`config.mk`:
```
export PLATFORM = sky130hd
export DESIGN_NAME = ieee_adder
export DESIGN_NICKNAME = d
export VERILOG_FILES = /design/src/rtl/fp32_pkg.sv /design/src/rtl/fp32_lzc.sv /design/src/rtl/ieee_adder.sv
export SDC_FILE = /design/constraint.sdc
export NUM_CORES = 1
export LEC_CHECK = 0
export ABC_CLOCK_PERIOD_IN_PS = 14100
export BUFFER_PORTS_ARGS = -buffer_cell sky130_fd_sc_hd__clkbuf_2
export CAP_MARGIN = 20
export CELL_PAD_IN_SITES_DETAIL_PLACEMENT = 0
export CELL_PAD_IN_SITES_GLOBAL_PLACEMENT = 1
export CORE_MARGIN = 2
export CORE_UTILIZATION = 50
export CTS_CLUSTER_DIAMETER = 100
export DETAILED_ROUTE_END_ITERATION = 8
export PLACE_DENSITY = 0.91
export REMOVE_ABC_BUFFERS = 1
export SETUP_SLACK_MARGIN = 0.05
export SLEW_MARGIN = 20
export SYNTH_ARGS = -nofsm -noshare
export SYNTH_HDL_FRONTEND = slang
export SYNTH_SLANG_ARGS = --single-unit
```
`constraint.sdc`:
```
create_clock -name clock_in -period 14.1 [get_ports clock_in]
set_input_delay 1.41 -clock clock_in [delete_from_list [all_inputs] [get_ports clock_in]]
set_output_delay 1.41 -clock clock_in [all_outputs]
set_load 0.005 [all_outputs]
```
`src/rtl/fp32_pkg.sv`:
```
`default_nettype none
// ============================================================================
// Module      : fp32_pkg
// Description : Shared definitions for the binary32 adder: format widths,
//               canonical special encodings, the unpacked-operand struct and
//               an unpack helper that applies denormals-are-zero.
// Revision    : 1.0 - initial release
// ============================================================================
package fp32_pkg;

    localparam int WIDTH_NUMBER = 32;
    localparam int EXP_W        = 8;
    localparam int FRAC_W       = 23;
    localparam int BIAS         = 127;
    localparam int SIG_W        = FRAC_W + 1;   // significand with hidden bit

    localparam logic [WIDTH_NUMBER-1:0] QNAN    = 32'h7FC0_0000;
    localparam logic [WIDTH_NUMBER-1:0] POS_INF = 32'h7F80_0000;

    typedef struct packed {
        logic             sign;
        logic [EXP_W-1:0] exp;
        logic [SIG_W-1:0] sig;
    } fp_unpacked_t;

    // Splits a binary32 word. The sign may be flipped (subtraction of B).
    // Exponent 0 yields a zero significand, so denormals behave as signed zero.
    function automatic fp_unpacked_t unpack(input logic [WIDTH_NUMBER-1:0] value,
                                            input logic                    flip_sign);
        fp_unpacked_t u;
        u.sign = value[WIDTH_NUMBER-1] ^ flip_sign;
        u.exp  = value[WIDTH_NUMBER-2:FRAC_W];
        u.sig  = (u.exp == '0) ? '0 : {1'b1, value[FRAC_W-1:0]};
        return u;
    endfunction

endpackage
`default_nettype wire

```
`src/rtl/fp32_lzc.sv`:
```
`default_nettype none
// ============================================================================
// Module      : fp32_lzc
// Description : 24-bit leading-zero counter used to normalise the significand
//               sum after cancellation. An all-zero input reports 24.
// Ports       : value [23:0] in  - vector to scan, bit 23 is the MSB
//               count [4:0]  out - number of zeros above the first set bit
// Revision    : 1.0 - initial release
// ============================================================================
module fp32_lzc (
    input  logic [23:0] value,
    output logic [4:0]  count
);

    // Scanning upward, the last set bit seen is the most significant one.
    always_comb begin
        count = 5'd24;
        for (int i = 0; i < 24; i++) begin
            if (value[i]) begin
                count = 5'(23 - i);
            end
        end
    end

endmodule
`default_nettype wire

```
`src/rtl/ieee_adder.sv`:
```
`default_nettype none
// ============================================================================
// Module      : ieee_adder
// Description : Two-stage pipelined binary32 adder/subtractor, round to
//               nearest even, denormal inputs read as zero, tiny results
//               flushed to signed zero. New operands accepted every cycle.
// Ports       : clock_in    in  - rising-edge clock
//               reset_n     in  - asynchronous active-low reset
//               add_sub_bit in  - 0 = A + B, 1 = A - B
//               inputA/B    in  - binary32 operands
//               outputC     out - registered binary32 result, 2-edge latency
// Revision    : 1.0 - initial release
// ============================================================================
module ieee_adder
    import fp32_pkg::*;
(
    input  logic                    clock_in,
    input  logic                    reset_n,
    input  logic                    add_sub_bit,
    input  logic [WIDTH_NUMBER-1:0] inputA,
    input  logic [WIDTH_NUMBER-1:0] inputB,
    output logic [WIDTH_NUMBER-1:0] outputC
);

    // ------------------------------------------------------------ stage 1
    fp_unpacked_t op_a, op_b, op_large, op_small;
    logic         b_larger;
    logic         nan_a, nan_b, inf_a, inf_b;
    logic         special;
    logic [31:0]  special_val;
    logic [7:0]   exp_diff;
    logic [4:0]   shift_amt;
    logic [49:0]  small_wide;
    logic [26:0]  small_aligned;

    assign op_a = unpack(inputA, 1'b0);
    assign op_b = unpack(inputB, add_sub_bit);

    // Exponent then significand; equal exponents fall through to the fraction.
    assign b_larger = {op_b.exp, op_b.sig} > {op_a.exp, op_a.sig};
    assign op_large = b_larger ? op_b : op_a;
    assign op_small = b_larger ? op_a : op_b;

    assign nan_a = (&inputA[30:23]) && (|inputA[22:0]);
    assign nan_b = (&inputB[30:23]) && (|inputB[22:0]);
    assign inf_a = (&inputA[30:23]) && !(|inputA[22:0]);
    assign inf_b = (&inputB[30:23]) && !(|inputB[22:0]);

    always_comb begin
        special     = 1'b1;
        special_val = QNAN;
        if (nan_a || nan_b || (inf_a && inf_b && (op_a.sign != op_b.sign))) begin
            special_val = QNAN;
        end else if (inf_a) begin
            special_val = {op_a.sign, POS_INF[30:0]};
        end else if (inf_b) begin
            special_val = {op_b.sign, POS_INF[30:0]};
        end else begin
            special = 1'b0;
        end
    end

    // Alignment: the small significand is placed above 26 spare bits and
    // shifted; the top 26 bits keep significand+guard+round, the rest
    // collapse into sticky. A shift of 26 pushes everything into sticky.
    assign exp_diff      = op_large.exp - op_small.exp;
    assign shift_amt     = (exp_diff > 8'd26) ? 5'd26 : exp_diff[4:0];
    assign small_wide    = {op_small.sig, 26'b0} >> shift_amt;
    assign small_aligned = {small_wide[49:24], |small_wide[23:0]};

    logic        s1_sign;
    logic [7:0]  s1_exp;
    logic [26:0] s1_big;
    logic [26:0] s1_small;
    logic        s1_sub;
    logic        s1_special;
    logic [31:0] s1_special_val;

    always_ff @(posedge clock_in or negedge reset_n) begin
        if (!reset_n) begin
            s1_sign        <= 1'b0;
            s1_exp         <= '0;
            s1_big         <= '0;
            s1_small       <= '0;
            s1_sub         <= 1'b0;
            s1_special     <= 1'b0;
            s1_special_val <= '0;
        end else begin
            s1_sign        <= op_large.sign;
            s1_exp         <= op_large.exp;
            s1_big         <= {op_large.sig, 3'b000};
            s1_small       <= small_aligned;
            s1_sub         <= op_large.sign ^ op_small.sign;
            s1_special     <= special;
            s1_special_val <= special_val;
        end
    end

    // ------------------------------------------------------------ stage 2
    logic [27:0]        sum;
    logic [4:0]         lz;
    logic [26:0]        norm;
    logic signed [9:0]  exp_norm;
    logic signed [9:0]  exp_final;
    logic               round_up;
    logic [24:0]        rounded;
    logic [22:0]        frac_final;
    logic [31:0]        result;

    // Operands are ordered by magnitude, so the difference never goes negative.
    assign sum = s1_sub ? ({1'b0, s1_big} - {1'b0, s1_small})
                        : ({1'b0, s1_big} + {1'b0, s1_small});

    // Only the integer part is scanned: heavy cancellation happens only for
    // exponent gaps of 0 or 1, where nothing below the guard bit is set, so a
    // count of 24 still lands the guard bit on the hidden-bit position.
    fp32_lzc u_lzc (
        .value (sum[26:3]),
        .count (lz)
    );

    always_comb begin
        norm       = '0;
        exp_norm   = '0;
        round_up   = 1'b0;
        rounded    = '0;
        exp_final  = '0;
        frac_final = '0;
        result     = '0;

        if (sum[27]) begin
            norm     = {sum[27:2], sum[1] | sum[0]};
            exp_norm = $signed({2'b00, s1_exp}) + 10'sd1;
        end else begin
            norm     = sum[26:0] << lz;
            exp_norm = $signed({2'b00, s1_exp}) - $signed({5'b00000, lz});
        end

        round_up = norm[2] & (norm[1] | norm[0] | norm[3]);
        rounded  = {1'b0, norm[26:3]} + {24'b0, round_up};

        // A rounding carry leaves 1.000..0, one binade up.
        if (rounded[24]) begin
            frac_final = rounded[23:1];
            exp_final  = exp_norm + 10'sd1;
        end else begin
            frac_final = rounded[22:0];
            exp_final  = exp_norm;
        end

        if (s1_special) begin
            result = s1_special_val;
        end else if (sum == '0) begin
            // Unlike-signed cancellation is +0; like-signed zeros keep the sign.
            result = {s1_sub ? 1'b0 : s1_sign, 31'b0};
        end else if (exp_final >= 10'sd255) begin
            result = {s1_sign, POS_INF[30:0]};
        end else if (exp_final <= 10'sd0) begin
            result = {s1_sign, 31'b0};
        end else begin
            result = {s1_sign, exp_final[7:0], frac_final};
        end
    end

    always_ff @(posedge clock_in or negedge reset_n) begin
        if (!reset_n) begin
            outputC <= '0;
        end else begin
            outputC <= result;
        end
    end

endmodule
`default_nettype wire

```
==> impl_metrics.csv <==
group,metric,value,unit
run_status,status,"completed",
logic_synthesis,dominantRegCellSynth,"sky130_fd_sc_hd__dfrtp_1",
detailed_routing,met2_length,23.21,mm
logic_synthesis,async_reset_ff_share,100.0,%
setup_path,critPathCaptureType,"flop",
logic_synthesis,number_of_enable_flip_flop_cells_after_synthesis,0,
job,cap_violations,0,
setup_path,worst-endpoint-arrival,9090,ps
setup_path,most_numerous_cell_on_the_critical_path,"sky130_fd_sc_hd__buf_4",
logic_synthesis,synthesis.area,14110,µm²
die,die_span_y,172.0,µm
sta,clock.fmax,113.0,MHz
clock_tree,clock_latency,360,ps
sta,post_route_minimum_period,8852,ps
place,pre_cts_ws,5016,ps
sta,final_min_period_over_clock_period,62.78,%
place,gp_routability_congestion,1.041,
detailed_routing,wl_met3,3.474,mm
sta,setup_slack,5248,ps
die,die_width,172.0,µm
logic_synthesis,netlist_instances,1971,
clock_tree,postCtsResizedCells,0,
sta,worst_slew_margin_rel,25.19,%
cells_and_area,antenna_diode_count,0,
global_routing,grt_max_degree,75,
setup_path,cpPeakStageDelay,770,ps
setup_path,crit_required,14340,ps
clock_tree,clk_pin_slew_worst_paths,70,ps
global_routing,number_of_antenna_violations_at_the_first_check_in_global_routing,0,
cells_and_area,fin_nets,2156,
hold_path,hp-class,"reg -> reg",
setup_path,critical_path.n_buffers_inverters,6,
detailed_routing,drt_pass1_iterations,8,
die,top_level_pins,99,
sta,finalSetupViolations,0,
place,buffer_ports.inserted,98,
logic_synthesis,seq_area_frac_synth,17.20,%
clock_tree,cts.sink_count,97,
global_routing,first_pass_grt_wire_length,79.39,mm
detailed_routing,route.detailed.wl_per_inst,21.19,µm
global_routing,grt_usage,34.18,%
logic_synthesis,yosysTopAreaCell,"sky130_fd_sc_hd__dfrtp_1",
setup_path,timing.critical_path.slowest_stage_cell,"sky130_fd_sc_hd__nor4_1",
clock_tree,clock-root-buffer,"sky130_fd_sc_hd__clkbuf_16",
sta,fin_setup_tns,0,ps
logic_synthesis,ys_types,113,
pwr,power.ir.vdd_worst,0.05970,mV
die,core.rowCount,61,
die,core-area,27780,µm²
detailed_routing,antenna_violating_nets_post_route,0,
die,initial_core_util,50.79,%
detailed_routing,drt_iter0_drc,1770,
detailed_routing,viasPerCell,6.609,
logic_synthesis,yosys_warnings,0,
detailed_routing,dr.max_layer_used,"met4",
pwr,power_leakage,6.612,nW
sta,timing.hold.ws,473.8,ps
global_routing,number_of_global_route_vias_before_repair,14620,
clock_tree,clockBufferDepth,2,
clock_tree,postCtsHoldBufs,0,
die,die_footprint,29580,µm²
setup_path,critPathMaxFanout,39,
sta,final-max-slew-violation-count,0,
detailed_routing,met1Wirelength,20.99,mm
setup_path,setup.worst_path.start_class,"primary input",
detailed_routing,detailroute.via_count,15730,
sta,grt_setup_unrepaired,"false",
cells_and_area,post_route_cells_drive_above_1_share,10.54,%
place,detailed_place_hpwl,40.41,mm
setup_path,path_class,"in -> reg",
clock_tree,cts-buffers-inserted,9,
detailed_routing,drt-total-wl,50.44,mm
cells_and_area,area_delta_synth_final,7.121,%
cells_and_area,finish.instance_area,15110,µm²
sta,hold_viol_final,0,
sta,timing_worst_slew_pin_value,1112,ps
global_routing,gr-total-overflow,0,
logic_synthesis,postSynthAreaPerCell,7.159,µm²
clock_tree,post-cts-setup-buffer-count,0,
clock_tree,number_of_h_tree_levels,3,
logic_synthesis,synth_seq_cells,97,
clock_tree,cts_tree,"done",
pwr,finalPower,1.836,mW
setup_path,crit_family,"simple AND/OR/NAND/NOR gates",
place,placed_area,14800,µm²
pwr,power.density,121.5,nW/µm²
sta,finalClockSkew,14.93,ps
logic_synthesis,post_synth_main_area_contributors,"sky130_fd_sc_hd__dfrtp_1, sky130_fd_sc_hd__ha_1, sky130_fd_sc_hd__nand2_1",
logic_synthesis,synth_top_cell_area_share,17.20,%
detailed_routing,post-route-drc-count,0,
logic make-up after synthesis:
| group | share of synthesized area (%) |
|---|---|
| compound gates | 31.94 |
| xor+xnor | 2.838 |
| flops | 17.20 |
| other cells | 0.02658 |
| mux | 5.906 |
| buf+inv | 5.950 |
| fa+ha+maj | 8.265 |
| simple gates | 27.87 |
path summary, 6_finish.rpt:
path / start / end / slack, ps / cells after the start
min: s1_special_val[31] / outputC[31] / 470 / 2
max reg2reg: s1_big[8] / outputC[19] / 5540 / 30
min in group asynchronous: reset_n / outputC[14] / 950 / 1
max in group asynchronous: reset_n / s1_big[21] / 11990 / 2
max: inputB[27] / s1_small[0] / 5250 / 26
min reg2reg: s1_special_val[31] / outputC[31] / 470 / 2
where the power goes:
group / switching [mW] / internal (mW) / leakage [nW]
combinational: 0.780 / 0.437 / 5.25
clock: 0.107 / 0.148 / 0.153
sequential: 0.0273 / 0.336 / 1.21
total: 0.915 / 0.922 / 6.61
area by class of cell:
cell class                 instances  area (µm²)
tap                              378       473.0
timing repair buffer             122       673.1
sequential                        97        2427
fill                            2734       12670
multi-input combinational       1674       10880
clock buffer                      11       252.7
inverter                          93       351.6
clock inverter                     5       60.06
cells in the final DEF, fill, tap and decap left out, types with 15 or more instances in the layout:
| cell | count |
|---|---|
| sky130_fd_sc_hd__nand2_1 | 257 |
| sky130_fd_sc_hd__nor2_1 | 189 |
| sky130_fd_sc_hd__o21ai_0 | 129 |
| sky130_fd_sc_hd__a21oi_1 | 127 |
| sky130_fd_sc_hd__clkbuf_2 | 97 |
| sky130_fd_sc_hd__dfrtp_1 | 97 |
| sky130_fd_sc_hd__inv_1 | 91 |
| sky130_fd_sc_hd__ha_1 | 90 |
| sky130_fd_sc_hd__mux2i_1 | 57 |
| sky130_fd_sc_hd__nand3_1 | 56 |
| sky130_fd_sc_hd__nor3_1 | 46 |
| sky130_fd_sc_hd__a211oi_1 | 45 |
| sky130_fd_sc_hd__o211ai_1 | 42 |
| sky130_fd_sc_hd__and2_1 | 33 |
| sky130_fd_sc_hd__nand4_1 | 33 |
| sky130_fd_sc_hd__o22ai_1 | 32 |
| sky130_fd_sc_hd__nor4_1 | 29 |
| sky130_fd_sc_hd__nand2b_1 | 29 |
| sky130_fd_sc_hd__a31oi_1 | 27 |
| sky130_fd_sc_hd__xnor2_1 | 27 |
| sky130_fd_sc_hd__o21a_1 | 25 |
| sky130_fd_sc_hd__buf_4 | 25 |
| sky130_fd_sc_hd__and3_1 | 24 |
| sky130_fd_sc_hd__a21o_1 | 22 |
| sky130_fd_sc_hd__or3_1 | 22 |
| sky130_fd_sc_hd__nor2b_1 | 20 |
| sky130_fd_sc_hd__o31ai_1 | 19 |
| sky130_fd_sc_hd__mux2_2 | 19 |
| sky130_fd_sc_hd__xor2_1 | 15 |
| sky130_fd_sc_hd__a22oi_1 | 15 |
Yosys cell counts, types with 32 or more instances:
cell and instances:
sky130_fd_sc_hd__dfrtp_1 97, sky130_fd_sc_hd__mux2i_1 57, sky130_fd_sc_hd__o22ai_1 32, sky130_fd_sc_hd__nand3_1 56, sky130_fd_sc_hd__o21ai_0 129, sky130_fd_sc_hd__o211ai_1 42
sky130_fd_sc_hd__inv_1 91, sky130_fd_sc_hd__clkbuf_1 60, sky130_fd_sc_hd__a211oi_1 45, sky130_fd_sc_hd__a21oi_1 127, sky130_fd_sc_hd__ha_1 90, sky130_fd_sc_hd__nand2_1 257
sky130_fd_sc_hd__nand4_1 33, sky130_fd_sc_hd__nor3_1 46, sky130_fd_sc_hd__and2_1 33, sky130_fd_sc_hd__nor2_1 190
worst reg2reg max path, delay by kind of cell (launching register included):
kind                       cells  cell delay, ps
xor gates and xnor gates       1             430
buffers and inverters          2             420
and+or+nand+nor               15            3510
AOI/OAI and AO/OA             10            2840
adders and majority gates      2             830
DFF                            1             400
sequential cells by signal, summed over array words and instances (netlist names):
register	count
s1_exp	8
s1_special	1
s1_special_val	3
s1_small	27
s1_sign	1
s1_big	24
s1_sub	1
outputC	32
per-layer routing:
layer	vias up	GRT usage, %
met5	-	0
li1	7425	-
met1	7404	43.61
met4	0	18.78
met3	155	4.189
met2	746	56.24
through the flow:
step                std cells  utilization (%)
finish                   2380            54.40
global route             2380            54.40
CTS                      2380            54.40
detailed placement       2364            53.27
global placement         2364            53.27
floorplan                1864                -
Note: power is estimated with default switching activity, not from simulation.
